File: src/rtl/sa_act_skew_feeder_if.sv
// Bus between the activation source and the skew feeder: upstream vector
// handshake, abort, and the skewed west-edge outputs toward the PE rows.
interface sa_act_skew_feeder_if #(
    parameter int DATA_W = 8,
    parameter int ROWS   = 4,
    parameter int DEPTH  = 8
);
    logic                         clear;
    logic                         in_valid;
    logic                         in_ready;
    logic [ROWS*DATA_W-1:0]       in_vec;
    logic                         in_last;
    logic [ROWS*DATA_W-1:0]       a_out;
    logic [ROWS-1:0]              a_valid;
    logic                         busy;
    logic                         done;
    logic [$clog2(DEPTH+1)-1:0]   burst_len;

    modport master (
        output clear, in_valid, in_vec, in_last,
        input  in_ready, a_out, a_valid, busy, done, burst_len
    );

    modport slave (
        input  clear, in_valid, in_vec, in_last,
        output in_ready, a_out, a_valid, busy, done, burst_len
    );
endinterface

File: src/rtl/sa_act_skew_feeder.sv
// Burst-buffering activation feeder: collects up to DEPTH vectors, then replays
// them with row r delayed r cycles so a weight-stationary array sees a diagonal wavefront.

module sa_skew_lane #(
    parameter int DATA_W = 8,
    parameter int STAGES = 1
) (
    input  logic              clk,
    input  logic              rst,
    input  logic              flush_i,
    input  logic              vld_i,
    input  logic [DATA_W-1:0] d_i,
    output logic              vld_o,
    output logic [DATA_W-1:0] d_o
);
    logic [STAGES:1]             vld_pipe;
    logic [STAGES:1][DATA_W-1:0] data_pipe;

    // Data is zeroed on entry when invalid, so every stage is zero whenever its valid is low.
    always_ff @(posedge clk) begin
        if (rst || flush_i) begin
            vld_pipe  <= '0;
            data_pipe <= '0;
        end else begin
            vld_pipe[1]  <= vld_i;
            data_pipe[1] <= vld_i ? d_i : '0;
            for (int j = 2; j <= STAGES; j++) begin
                vld_pipe[j]  <= vld_pipe[j-1];
                data_pipe[j] <= data_pipe[j-1];
            end
        end
    end

    assign vld_o = vld_pipe[STAGES];
    assign d_o   = data_pipe[STAGES];
endmodule

module sa_act_skew_feeder #(
    parameter int DATA_W = 8,
    parameter int ROWS   = 4,
    parameter int DEPTH  = 8
) (
    input  logic                  clk,
    input  logic                  rst,
    sa_act_skew_feeder_if.slave   bus
);
    localparam int CW = $clog2(DEPTH + 1);
    localparam int AW = (DEPTH > 1) ? $clog2(DEPTH) : 1;
    localparam int FW = (ROWS > 1) ? $clog2(ROWS) : 1;

    typedef enum logic [1:0] {S_IDLE, S_STREAM, S_FLUSH, S_DONE} state_e;

    state_e                         state_q, state_d;
    logic [CW-1:0]                  count_q, count_d;
    logic [CW-1:0]                  rd_q, rd_d;
    logic [CW-1:0]                  blen_q, blen_d;
    logic [FW-1:0]                  fl_q, fl_d;
    logic                           done_q, done_d;
    logic [DEPTH-1:0][ROWS*DATA_W-1:0] mem_q;
    logic                           accept;
    logic                           pop;
    logic                           last_pop;
    logic                           abort;

    assign abort = bus.clear;

    // done_q marks the pulse cycle; the FSM is already IDLE then but not yet accepting.
    assign bus.in_ready = !rst && !bus.clear && (state_q == S_IDLE) && !done_q
                          && (count_q < CW'(DEPTH));
    assign accept   = bus.in_valid && bus.in_ready;
    assign pop      = (state_q == S_STREAM);
    assign last_pop = pop && (rd_q == count_q - CW'(1));

    always_ff @(posedge clk) begin
        if (accept) mem_q[count_q[AW-1:0]] <= bus.in_vec;
    end

    always_ff @(posedge clk) begin
        if (rst || abort) begin
            state_q <= S_IDLE;
            count_q <= '0;
            rd_q    <= '0;
            blen_q  <= '0;
            fl_q    <= '0;
            done_q  <= 1'b0;
        end else begin
            state_q <= state_d;
            count_q <= count_d;
            rd_q    <= rd_d;
            blen_q  <= blen_d;
            fl_q    <= fl_d;
            done_q  <= done_d;
        end
    end

    always_comb begin
        state_d = state_q;
        count_d = count_q;
        rd_d    = rd_q;
        fl_d    = fl_q;
        blen_d  = blen_q;
        done_d  = 1'b0;
        unique case (state_q)
            S_IDLE: begin
                if (accept) begin
                    count_d = count_q + CW'(1);
                    // A full FIFO closes the burst regardless of in_last.
                    if (bus.in_last || (count_q == CW'(DEPTH - 1))) begin
                        state_d = S_STREAM;
                        blen_d  = count_q + CW'(1);
                        rd_d    = '0;
                    end
                end
            end
            S_STREAM: begin
                rd_d = rd_q + CW'(1);
                if (last_pop) begin
                    rd_d    = '0;
                    fl_d    = '0;
                    state_d = (ROWS > 1) ? S_FLUSH : S_DONE;
                end
            end
            S_FLUSH: begin
                fl_d = fl_q + FW'(1);
                if (fl_q == FW'(ROWS - 2)) state_d = S_DONE;
            end
            S_DONE: begin
                state_d = S_IDLE;
                count_d = '0;
                done_d  = 1'b1;
            end
            default: state_d = S_IDLE;
        endcase
    end

    for (genvar r = 0; r < ROWS; r++) begin : g_row
        sa_skew_lane #(.DATA_W(DATA_W), .STAGES(r + 1)) u_lane (
            .clk     (clk),
            .rst     (rst),
            .flush_i (abort),
            .vld_i   (pop),
            .d_i     (mem_q[rd_q[AW-1:0]][r*DATA_W +: DATA_W]),
            .vld_o   (bus.a_valid[r]),
            .d_o     (bus.a_out[r*DATA_W +: DATA_W])
        );
    end

    assign bus.busy      = (state_q == S_STREAM) || (state_q == S_FLUSH);
    assign bus.done      = done_q;
    assign bus.burst_len = blen_q;
endmodule

File: src/flat_wrapper.sv
// flat-port wrapper written by rule: the top's interface ports become plain ports
module sa_act_skew_feeder_flat 
#(
    parameter int DATA_W = 8,
    parameter int ROWS   = 4,
    parameter int DEPTH  = 8
)
  (clk, rst, bus_clear, bus_in_valid, bus_in_vec, bus_in_last, bus_in_ready, bus_a_out, bus_a_valid, bus_busy, bus_done, bus_burst_len);
  sa_act_skew_feeder_if #(.DATA_W(DATA_W), .ROWS(ROWS), .DEPTH(DEPTH)) bus_i ();
  input  logic clk;
  input  logic rst;
  input wire logic [$bits(bus_i.clear)-1:0] bus_clear;
  input wire logic [$bits(bus_i.in_valid)-1:0] bus_in_valid;
  input wire logic [$bits(bus_i.in_vec)-1:0] bus_in_vec;
  input wire logic [$bits(bus_i.in_last)-1:0] bus_in_last;
  output wire logic [$bits(bus_i.in_ready)-1:0] bus_in_ready;
  output wire logic [$bits(bus_i.a_out)-1:0] bus_a_out;
  output wire logic [$bits(bus_i.a_valid)-1:0] bus_a_valid;
  output wire logic [$bits(bus_i.busy)-1:0] bus_busy;
  output wire logic [$bits(bus_i.done)-1:0] bus_done;
  output wire logic [$bits(bus_i.burst_len)-1:0] bus_burst_len;
  assign bus_i.clear = bus_clear;
  assign bus_i.in_valid = bus_in_valid;
  assign bus_i.in_vec = bus_in_vec;
  assign bus_i.in_last = bus_in_last;
  assign bus_in_ready = bus_i.in_ready;
  assign bus_a_out = bus_i.a_out;
  assign bus_a_valid = bus_i.a_valid;
  assign bus_busy = bus_i.busy;
  assign bus_done = bus_i.done;
  assign bus_burst_len = bus_i.burst_len;
  sa_act_skew_feeder #(.DATA_W(DATA_W), .ROWS(ROWS), .DEPTH(DEPTH)) u_core (.clk(clk), .rst(rst), .bus(bus_i));
endmodule
File: config.mk
export PLATFORM = sky130hd
export DESIGN_NAME = sa_act_skew_feeder_flat
export DESIGN_NICKNAME = d
export VERILOG_FILES = /design/src/rtl/sa_act_skew_feeder_if.sv /design/src/rtl/sa_act_skew_feeder.sv /design/src/flat_wrapper.sv
export SDC_FILE = /design/constraint.sdc
export NUM_CORES = 1
export LEC_CHECK = 0
export ABC_AREA = 1
export BUFFER_PORTS_ARGS = -buffer_cell sky130_fd_sc_hd__buf_2
export CORE_MARGIN = 5
export CORE_UTILIZATION = 54
export CTS_CLUSTER_DIAMETER = 40
export DETAILED_ROUTE_END_ITERATION = 16
export GPL_TIMING_DRIVEN = 0
export HOLD_SLACK_MARGIN = 0.03
export PLACE_DENSITY = 0.87
export SLEW_MARGIN = 20
export SYNTH_ARGS = -nofsm -noshare
export SYNTH_HDL_FRONTEND = slang
export SYNTH_SLANG_ARGS = --single-unit
File: constraint.sdc
create_clock -name clk -period 4.1 [get_ports clk]
set_input_delay 0.615 -clock clk [delete_from_list [all_inputs] [get_ports clk]]
set_output_delay 0.615 -clock clk [all_outputs]
set_load 0.03 [all_outputs]
==> impl_metrics.toml, run 1 <==
[worst_setup_path]
reg2reg_from = "u_core.state_q[0]$_SDFFE_PP0P_"
crit_top_cell = "nand2_1"
end_kind = "flop"
r2r-end = "u_core.mem_q[101]$_DFFE_PP_"
required_ns = 4.32
crit_chain = "inv_1 -> ha_1 -> nand2_1 -> nor2_4 -> nand2_1 -> inv_2 -> nand2_1 -> nor3_2 -> buf_6 -> buf_4 -> buf_4"
r2r_slack_ns = 1.01
critical_path_class = "reg2reg"
cp_top_family = "simple AND/OR/NAND/NOR gates"
crit_buf_inv = 5
slowest_stage = "nor3_2"
crit_fanout = 8
cp-start-kind = "flop"
crit_start = "u_core.state_q[0]$_SDFFE_PP0P_"
slowest_delay_ns = 0.55
crit_arrival_ns = 3.30
ff2ff_path_depth = 11

[logic_synthesis]
synth_area_um2 = 13300
synth_edf_count = 256
synth_fp_nets = 1158
synth_warnings = 0
synth_async_sr_flop_share_pct = 0
synth_top_area_cell = "edfxtp_1"
synth_top_area_share_pct = 57.9
ys_ff_latch = 357
syn_inst = 1112
synthFlopType = "edfxtp_1"
synth.distinct_cells = 34
ys_seq_area_share_pct = 73.1
synth.avg_cell_area_um2 = 11.9
yosys-top-cells-count = "nor2_1, edfxtp_1, o21ai_0"
synth.most_common_cell = "nor2_1"
netlist_top_cells_area = "edfxtp_1, dfxtp_1, nor2_1"

[power]
p_total_uw = 7360
ir_drop_v = 0.000286
p_leak_uw = 0.00563
power_density_nw_per_um2 = 472

[clock_tree]
clock_latency_ns = 0.52
cts_resized = 0
cts_tree = "done"
cts.sinks = 357
post_cts_buffers = 0
clock_path_buffers = 3
root_buffer = "clkbuf_16"
cts_made_buffers = 37
htree_levels = 2
hold_buffers = 0
clk_pin_slew_ns = 0.06

[route]
drt-total-wl_um = 30900
drt_first_pass_iters = 6
drtAntennaViolNets = 0
via_count = 9060
highest-signal-layer = "met5"
drcViolationCount = 0
routed_via_density = 5.65
wl_met1_um = 11100
routed-wl-met2_um = 15300
wl_met3_um = 3390
wl_per_cell_um = 19.3
drtIter0Drc = 1378

[timing]
finClkSkew_ns = 0.0114
final_hold_viol_count = 0
max-slew-margin-rel_pct = 46.4
setup_viol = 0
fmax_ghz = 0.324
fin_ws_ns = 1.01
drv_slew = 0
fin_crit_sh_pct = 75.3
worst_pin_slew_ns = 0.803
fin_hold_ws_ns = 0.363
fin_crit_ns = 3.09
grt_setup_unrepaired = "no"

[job]
drv_cap = 0

[layout]
fin_util_pct = 64.3
final_cells = 1603
areaGrowthSynthToFinish_pct = 17.5
final_layout_size_suffix_gt1_share_pct = 18.1
final_nets = 1298

[die]
core_area_um2 = 24200
fp-row-count = 57
dieHeight_um = 167
die_area_um2 = 27800
initial_core_util_pct = 54.8
die_x_um = 167
io_pins = 80

[global_route]
grt_pass1_wl_um = 46800
grt_max_degree = 21
overflow = 0
grt_usage_pct = 21.4
first_global_vias = 8753
antenna_found_initial = 2

[placed_design]
gp_congestion = 0.814
placedCellCount = 1537
pre_cts_ws_ns = 0.883
dp_hpwl_um = 19100
numPortBuffers = 79

[worst_hold_path]
min_from = "bus_in_vec[7]"
holdPathEnd = "u_core.mem_q[135]$_DFFE_PP_"
min_path_cells = 1
hold_class = "in2reg"

[outcome]
outcome = "complete, no violations"
[final cells by class]
type	count	area (µm²)
inverter	77	293
sequential	357	9710
fill	1689	8650
multi-input combinational	590	2850
antenna	1	2.50
tap	324	405
buffer	88	483
timing repair buffer	101	647
clock inverter	15	165
clock buffer	50	1050
[sequential cells by signal, summed over array words and instances (netlist names)]
register / count
u_core.g_row.u_lane.vld_pipe: 4
u_core.rd_q: 4
u_core.bus.burst_len: 4
u_core.count_q: 4
u_core.mem_q: 256
u_core.g_row.u_lane.d_o: 32
u_core.g_row.u_lane.data_pipe: 48
u_core.bus.done: 1
u_core.fl_q: 2
u_core.state_q: 2
[report_power, final]
| group | leakage, µW | internal, µW | total (µW) | switching, µW |
|---|---|---|---|---|
| Combinational | 0.00192 | 44.8 | 156 | 111 |
| Sequential | 0.00312 | 3880 | 3880 | 5.58 |
| Clock | 0.000591 | 1990 | 3320 | 1330 |
| Total | 0.00563 | 5910 | 7360 | 1450 |
[worst reg2reg max path: cells and delay by family (launching register included)]
family / cells / cell delay [ns]
buf+inv: 5 / 0.93
simple gates: 5 / 1.18
flops: 1 / 0.35
fa+ha+maj: 1 / 0.31
[layout by cell type (no fill, tap or decap), types with 11 or more instances in the layout]
cell type / synthesis / final
nor2_1: 266 / 263
buf_4: 33 / 46
dfxtp_1: 101 / 101
nand2_1: 39 / 39
clkbuf_1: 34 / 42
clkbuf_16: 0 / 39
buf_2: 16 / 95
o22ai_1: 64 / 64
nand3_1: 11 / 11
o21ai_1: 11 / 11
edfxtp_1: 256 / 256
inv_1: 71 / 71
o21ai_0: 155 / 155
[per-layer routing]
metal,vias up,track usage [%]
met4,2,8.15
met2,630,36.5
met3,88,4.93
met1,4240,26.7
li1,4100,-
met5,-,0
[cells by family (layout without fill, tap and decap cells)]
logic type,count (synthesis),after routing,share of synthesized area (%)
other,0,1,0
XOR/XNOR,2,2,0.132
adder cells (fa/ha/maj),9,9,0.848
buffers and inverters,165,331,5.84
AND/OR/NAND/NOR,337,337,10.3
AO/OA/AOI/OAI,242,242,9.79
flip-flops,357,357,73.1
[worst max path at each step]
stage                                  endpoint  cells past startpoint  slack (ns)
floorplan            u_core.mem_q[64]$_DFFE_PP_                      7       -0.13
global placement    u_core.mem_q[107]$_DFFE_PP_                      8       -2.13
detailed placement  u_core.mem_q[107]$_DFFE_PP_                     11        0.88
CTS                 u_core.mem_q[101]$_DFFE_PP_                     11        1.03
global route        u_core.mem_q[101]$_DFFE_PP_                     11        0.92
finish              u_core.mem_q[101]$_DFFE_PP_                     11        1.01
[per-stage QoR]
step | setup TNS [ns] | cell area, µm²
2_1_floorplan | -16.13 | 13300
6_report | 0 | 15600
3_5_place_dp | 0 | 14400
3_3_place_gp | -265.29 | 14100
5_1_grt | 0 | 15600
4_1_cts | 0 | 15600
Power figures use the tool's default switching activity.
==> run 2: changes to the inputs <==
--- a/config.mk
+++ b/config.mk
@@ -5,15 +5,15 @@
 export SDC_FILE = /design/constraint.sdc
 export NUM_CORES = 1
 export LEC_CHECK = 0
-export ABC_AREA = 1
+export ABC_AREA = 0
 export BUFFER_PORTS_ARGS = -buffer_cell sky130_fd_sc_hd__buf_2
 export CORE_MARGIN = 5
-export CORE_UTILIZATION = 54
+export CORE_UTILIZATION = 60
 export CTS_CLUSTER_DIAMETER = 40
 export DETAILED_ROUTE_END_ITERATION = 16
 export GPL_TIMING_DRIVEN = 0
 export HOLD_SLACK_MARGIN = 0.03
-export PLACE_DENSITY = 0.87
+export PLACE_DENSITY = 0.91
 export SLEW_MARGIN = 20
 export SYNTH_ARGS = -nofsm -noshare
 export SYNTH_HDL_FRONTEND = slang
==> constraint.sdc (replaced) <==
create_clock -name clk -period 3.05 [get_ports clk]
set_input_delay 0.4575 -clock clk [delete_from_list [all_inputs] [get_ports clk]]
set_output_delay 0.4575 -clock clk [all_outputs]
set_load 0.03 [all_outputs]
==> impl_metrics.toml, run 2 <==
[outcome]
outcome = "complete, no violations"

[timing]
final_hold_viol_count = 0
drv_slew = 0
fmax_ghz = 0.337
worst_pin_slew_ns = 0.944
setup_viol = 0
finClkSkew_ns = 0.0178
max-slew-margin-rel_pct = 36.8
fin_crit_ns = 2.97
grt_setup_unrepaired = "yes"
fin_crit_sh_pct = 97.3

[clock_tree]
cts_tree = "done"
hold_buffers = 0
htree_levels = 2
clock_latency_ns = 0.52
clock_path_buffers = 3
clk_pin_slew_ns = 0.06
cts_made_buffers = 36
root_buffer = "clkbuf_16"
cts.sinks = 357

[power]
p_switching_uw = 1910
p_leak_uw = 0.00528
p_comb_share_pct = 1.6
p_total_uw = 9700
sequentialPowerShare_pct = 53.7
power_density_nw_per_um2 = 637
internal_power_uw = 7790
ir_drop_v = 0.000407
p_sw_share_pct = 19.7
pwr-share-clk_pct = 44.7

[worst_setup_path]
crit_arrival_ns = 3.17
r2r-end = "u_core.mem_q[33]$_DFFE_PP_"
r2r_slack_ns = 0.08
end_kind = "flop"
cp-start-kind = "flop"
reg2reg_from = "u_core.state_q[0]$_SDFFE_PP0P_"
critical_path_class = "reg2reg"
ff2ff_path_depth = 8
required_ns = 3.26
crit_fanout = 9

[logic_synthesis]
ys_ff_latch = 357
synthFlopType = "edfxtp_1"
synth_top_area_share_pct = 59.4
synth.most_common_cell = "edfxtp_1"
synth.distinct_cells = 40
yosys-top-cells-count = "edfxtp_1, dfxtp_1, mux4_2"
syn_inst = 702
synth_area_um2 = 13000
netlist_top_cells_area = "edfxtp_1, dfxtp_1, mux4_2"
synth.avg_cell_area_um2 = 18.5
ys_seq_area_share_pct = 75.0
synth_edf_count = 256
synth_top_area_cell = "edfxtp_1"
synth_fp_nets = 748
synth_async_sr_flop_share_pct = 0
synth_warnings = 0

[route]
drcViolationCount = 0
wl_per_cell_um = 25.3
via_count = 6961
drtIter0Drc = 844
routed_via_density = 6.07
drt-total-wl_um = 29000
drt_first_pass_iters = 5
drtAntennaViolNets = 0

[worst_hold_path]
holdPathEnd = "u_core.mem_q[183]$_DFFE_PP_"
min_path_cells = 1
hold_class = "in2reg"
min_from = "bus_in_vec[23]"

[placed_design]
numPortBuffers = 79
gp_congestion = 0.834
dp_hpwl_um = 16900
place_area_um2 = 14000

[global_route]
overflow = 0
grt_pass1_wl_um = 43100
grt_usage_pct = 23.8
grt_max_degree = 22
first_global_vias = 7146
antenna_found_initial = 6

[die]
io_pins = 80
dieHeight_um = 157
core_area_um2 = 21200
initial_core_util_pct = 61.2
die_x_um = 157
die_area_um2 = 24600
fp-row-count = 53

[layout]
final_cell_mix = "edfxtp_1, dfxtp_1, buf_2, mux4_2, and2_1"
mostFrequentLayoutCell = "edfxtp_1"
final_nets = 889
areaGrowthSynthToFinish_pct = 17.7
largest_reg_flops = 256
fin_area_um2 = 15200
final_layout_size_suffix_gt1_share_pct = 31.6

[job]
drv_cap = 0
==> run 2: changes by cell type after synthesis, sizes merged, moves of 12 or more <==
cell	change
and2	+53
clkbuf	-21
inv	-66
mux2i	+34
mux4	+64
nand2	-30
nand3	-12
nor2	-222
o21ai	-160
o22ai	-63
==> run 2: repair_timing <==
action                                  4_1_cts  5_1_grt
resized for setup                             1        1
endpoints found under the setup margin        7       24
pin swaps                                     0        2
setup buffers                                 0        1
==> run 2: power groups by stage <==
stage	registers (µW)	clock network [µW]	logic, µW
floorplan	5320	0	54.9
global placement	5320	0	129
detailed placement	5320	0	146
CTS	5210	4360	152
global route	5210	4590	169
finish	5210	4340	156
==> run 2: area by class of cell <==
type	count	area, µm²
sequential	357	9710
fill	1107	5910
multi-input combinational	274	2920
clock buffer	51	1060
timing repair buffer	103	687
buffer	61	364
tap	275	344
clock inverter	13	111
inverter	10	37.5
antenna	3	7.51
==> run 2: routing by layer <==
| metal | track usage [%] | vias up | routed length, µm |
|---|---|---|---|
| met5 | 0 | - | 28 |
| met4 | 9.05 | 6 | 867 |
| met3 | 5.88 | 81 | 2770 |
| met2 | 39.3 | 455 | 14700 |
| met1 | 30.9 | 3505 | 10600 |
| li1 | - | 2914 | - |
==> run 2: cells by family after synthesis <==
kind of cell | count (synthesis) | share of synthesized area (%)
and+or+nand+nor | 135 | 5.46
DFF | 357 | 75.0
AOI/OAI and AO/OA | 25 | 1.27
xor gates and xnor gates | 7 | 0.589
adders and majority gates | 9 | 0.869
buffers and inverters | 71 | 3.10
muxes | 98 | 13.8
==> run 2: worst max-delay path by stage <==
stage | start | slack, ns | end | cells past startpoint
floorplan | u_core.state_q[0]$_SDFFE_PP0P_ | -0.71 | u_core.mem_q[32]$_DFFE_PP_ | 5
global placement | u_core.state_q[1]$_SDFFE_PP0P_ | -3.05 | u_core.mem_q[33]$_DFFE_PP_ | 5
detailed placement | u_core.state_q[0]$_SDFFE_PP0P_ | 0.06 | u_core.mem_q[33]$_DFFE_PP_ | 8
CTS | u_core.state_q[0]$_SDFFE_PP0P_ | 0.11 | u_core.mem_q[97]$_DFFE_PP_ | 7
global route | u_core.state_q[0]$_SDFFE_PP0P_ | -0.05 | u_core.mem_q[60]$_DFFE_PP_ | 8
finish | u_core.state_q[0]$_SDFFE_PP0P_ | 0.08 | u_core.mem_q[33]$_DFFE_PP_ | 8
==> run 2: stage by stage <==
step                      hold slack, ns  TNS [ns]  cells  util [%]  worst slack, ns
after detailed placement           0.410         0   1079      66.4           0.0645
after global routing               0.219    -0.330   1147      72.0          -0.0478
after CTS                          0.210         0   1143      71.9            0.115
final                              0.220         0   1147      72.0           0.0821
after global placement             0.407   -519.63   1056      64.8            -3.05
after floorplan                    0.406    -74.89    702         -           -0.710
==> run 2: critical path, cell delays in order, from the launching register on <==
cell and delay, ns:
dfxtp_1 0.34, inv_1 0.11, ha_1 0.21, nor3b_2 0.26, nand3_1 0.44, nor3_4 0.57
buf_4 0.33, buf_4 0.19, buf_4 0.20
==> run 3: changes to the inputs <==
--- a/config.mk
+++ b/config.mk
@@ -8,12 +8,12 @@
 export ABC_AREA = 0
 export BUFFER_PORTS_ARGS = -buffer_cell sky130_fd_sc_hd__buf_2
 export CORE_MARGIN = 5
-export CORE_UTILIZATION = 60
+export CORE_UTILIZATION = 54
 export CTS_CLUSTER_DIAMETER = 40
 export DETAILED_ROUTE_END_ITERATION = 16
 export GPL_TIMING_DRIVEN = 0
 export HOLD_SLACK_MARGIN = 0.03
-export PLACE_DENSITY = 0.91
+export PLACE_DENSITY = 0.87
 export SLEW_MARGIN = 20
 export SYNTH_ARGS = -nofsm -noshare
 export SYNTH_HDL_FRONTEND = slang
==> constraint.sdc (replaced) <==
create_clock -name clk -period 2.7 [get_ports clk]
set_input_delay 0.405 -clock clk [delete_from_list [all_inputs] [get_ports clk]]
set_output_delay 0.405 -clock clk [all_outputs]
set_load 0.03 [all_outputs]
==> impl_metrics.toml, run 3 (synthesis gave the netlist of run 2 again) <==
[power]
power_density_nw_per_um2 = 697
p_total_uw = 10700
internal_power_uw = 8570
ir_drop_v = 0.000409
p_sw_share_pct = 20.0
p_comb_share_pct = 1.6
pwr-share-clk_pct = 43.4
sequentialPowerShare_pct = 54.9
p_leak_uw = 0.00531
p_switching_uw = 2140

[timing]
worst_pin_slew_ns = 0.930
drv_slew = 0
fin_crit_ns = 2.58
fin_crit_sh_pct = 95.5
max-slew-margin-rel_pct = 38.0
finClkSkew_ns = 0.0115
setup_viol = 0
fmax_ghz = 0.388
final_hold_viol_count = 0
grt_setup_unrepaired = "no"
setup_tns_ns = 0

[route]
via_count = 6804
drtIter0Drc = 640
drt-total-wl_um = 28200
drt_first_pass_iters = 6
drtAntennaViolNets = 0
wl_per_cell_um = 23.6
routed_via_density = 5.68
drcViolationCount = 0

[placed_design]
gp_congestion = 0.814
dp_hpwl_um = 16500
numPortBuffers = 79

[die]
fp-row-count = 56
initial_core_util_pct = 55.0
dieHeight_um = 165
die_x_um = 165
die_area_um2 = 27200
core_area_um2 = 23500
io_pins = 80

[worst_setup_path]
cp_top_family = "simple AND/OR/NAND/NOR gates"
crit_fanout = 22
required_ns = 2.91
critical_path_class = "reg2reg"
crit_chain = "inv_1 -> ha_1 -> nor3b_2 -> and3_1 -> nand2_2 -> nor2_4 -> buf_12"
crit_buf_inv = 2
slowest_delay_ns = 0.48
end_kind = "flop"
slowest_stage = "nor2_4"
crit_arrival_ns = 2.79
cp-start-kind = "flop"

[global_route]
first_global_vias = 6890
grt_usage_pct = 20.7
grt_max_degree = 23
met3_usage_pct = 4.19
grtUsageMet2_pct = 36.5
overflow = 0
grt.busiest_layer = "met2"
grt.met1_usage_pct = 26.2
antenna_found_initial = 4
grt_pass1_wl_um = 41700

[job]
drv_cap = 0

[clock_tree]
cts_tree = "done"
cts_made_buffers = 35
hold_buffers = 0
root_buffer = "clkbuf_16"
cts.sinks = 357
clk_pin_slew_ns = 0.06
clock_path_buffers = 3
clock_latency_ns = 0.52
htree_levels = 2

[layout]
largest_reg_flops = 256
final_cell_mix = "edfxtp_1, dfxtp_1, buf_2, mux4_2, and2_1"
final_layout_size_suffix_gt1_share_pct = 32.6
areaGrowthSynthToFinish_pct = 18.7
mostFrequentLayoutCell = "edfxtp_1"
final_nets = 895
nFillCells = 1461

[outcome]
outcome = "complete, no violations"

[worst_hold_path]
hold_class = "in2reg"
[run 3: worst paths after layout]
| path | from | end | slack, ns | depth (start not counted) |
|---|---|---|---|---|
| worst min register to register | u_core.g_row[1].u_lane.data_pipe[4]$_SDFF_PP0_ | u_core.g_row[1].u_lane.d_o[4]$_SDFF_PP0_ | 0.42 | 1 |
| worst max register to register | u_core.state_q[0]$_SDFFE_PP0P_ | u_core.mem_q[225]$_DFFE_PP_ | 0.12 | 7 |
| worst max-delay path | u_core.state_q[0]$_SDFFE_PP0P_ | u_core.mem_q[225]$_DFFE_PP_ | 0.12 | 7 |
| worst min-delay path | bus_in_vec[26] | u_core.mem_q[122]$_DFFE_PP_ | 0.16 | 1 |
[run 3: area by class of cell]
class                   instances  area (µm²)  area share [%]
clock buffers                  44         951            6.18
flip-flops and latches        357        9710            63.1
clock inverters                20         164            1.07
multi-input cells             274        2930            19.1
plain buffers                  61         364            2.37
well taps                     319         399            2.60
inverters                      10        37.5           0.244
repair buffers                110         815            5.30
diodes                          2        5.00          0.0325
[run 3: power groups by stage]
| stage | logic, µW | clock network [µW] | registers [µW] |
|---|---|---|---|
| after floorplan | 63.0 | 0 | 6010 |
| after global placement | 149 | 0 | 6000 |
| after CTS | 173 | 4700 | 5890 |
| after global routing | 191 | 4970 | 5880 |
| final | 175 | 4650 | 5890 |
| after detailed placement | 166 | 0 | 6010 |
[run 3: per-layer routing]
layer	share of wire [%]	up-vias	routed length, µm
met2	53	365	14800
met4	2.5	4	712
met3	7.6	60	2150
met5	0.064	-	18
met1	37	3439	10500
li1	-	2936	-
[run 3: repair_timing]
action,in CTS,in global routing
pin swaps,4,6
gates resized for setup,2,0
setup endpoints to repair,109,95
buffers inserted,5,11
[run 3: per-stage QoR]
step | hold slack [ns] | util, % | cells | area, µm² | setup slack (ns)
final | 0.159 | 65.3 | 1197 | 15400 | 0.123
after global routing | 0.160 | 65.3 | 1197 | 15400 | 0.0299
after CTS | 0.146 | 64.8 | 1184 | 15300 | 0.0686
after detailed placement | 0.410 | 59.9 | 1115 | 14100 | -0.274
after global placement | 0.408 | 58.5 | 1100 | 13800 | -1.69
after floorplan | 0.406 | - | 702 | 13000 | -0.236
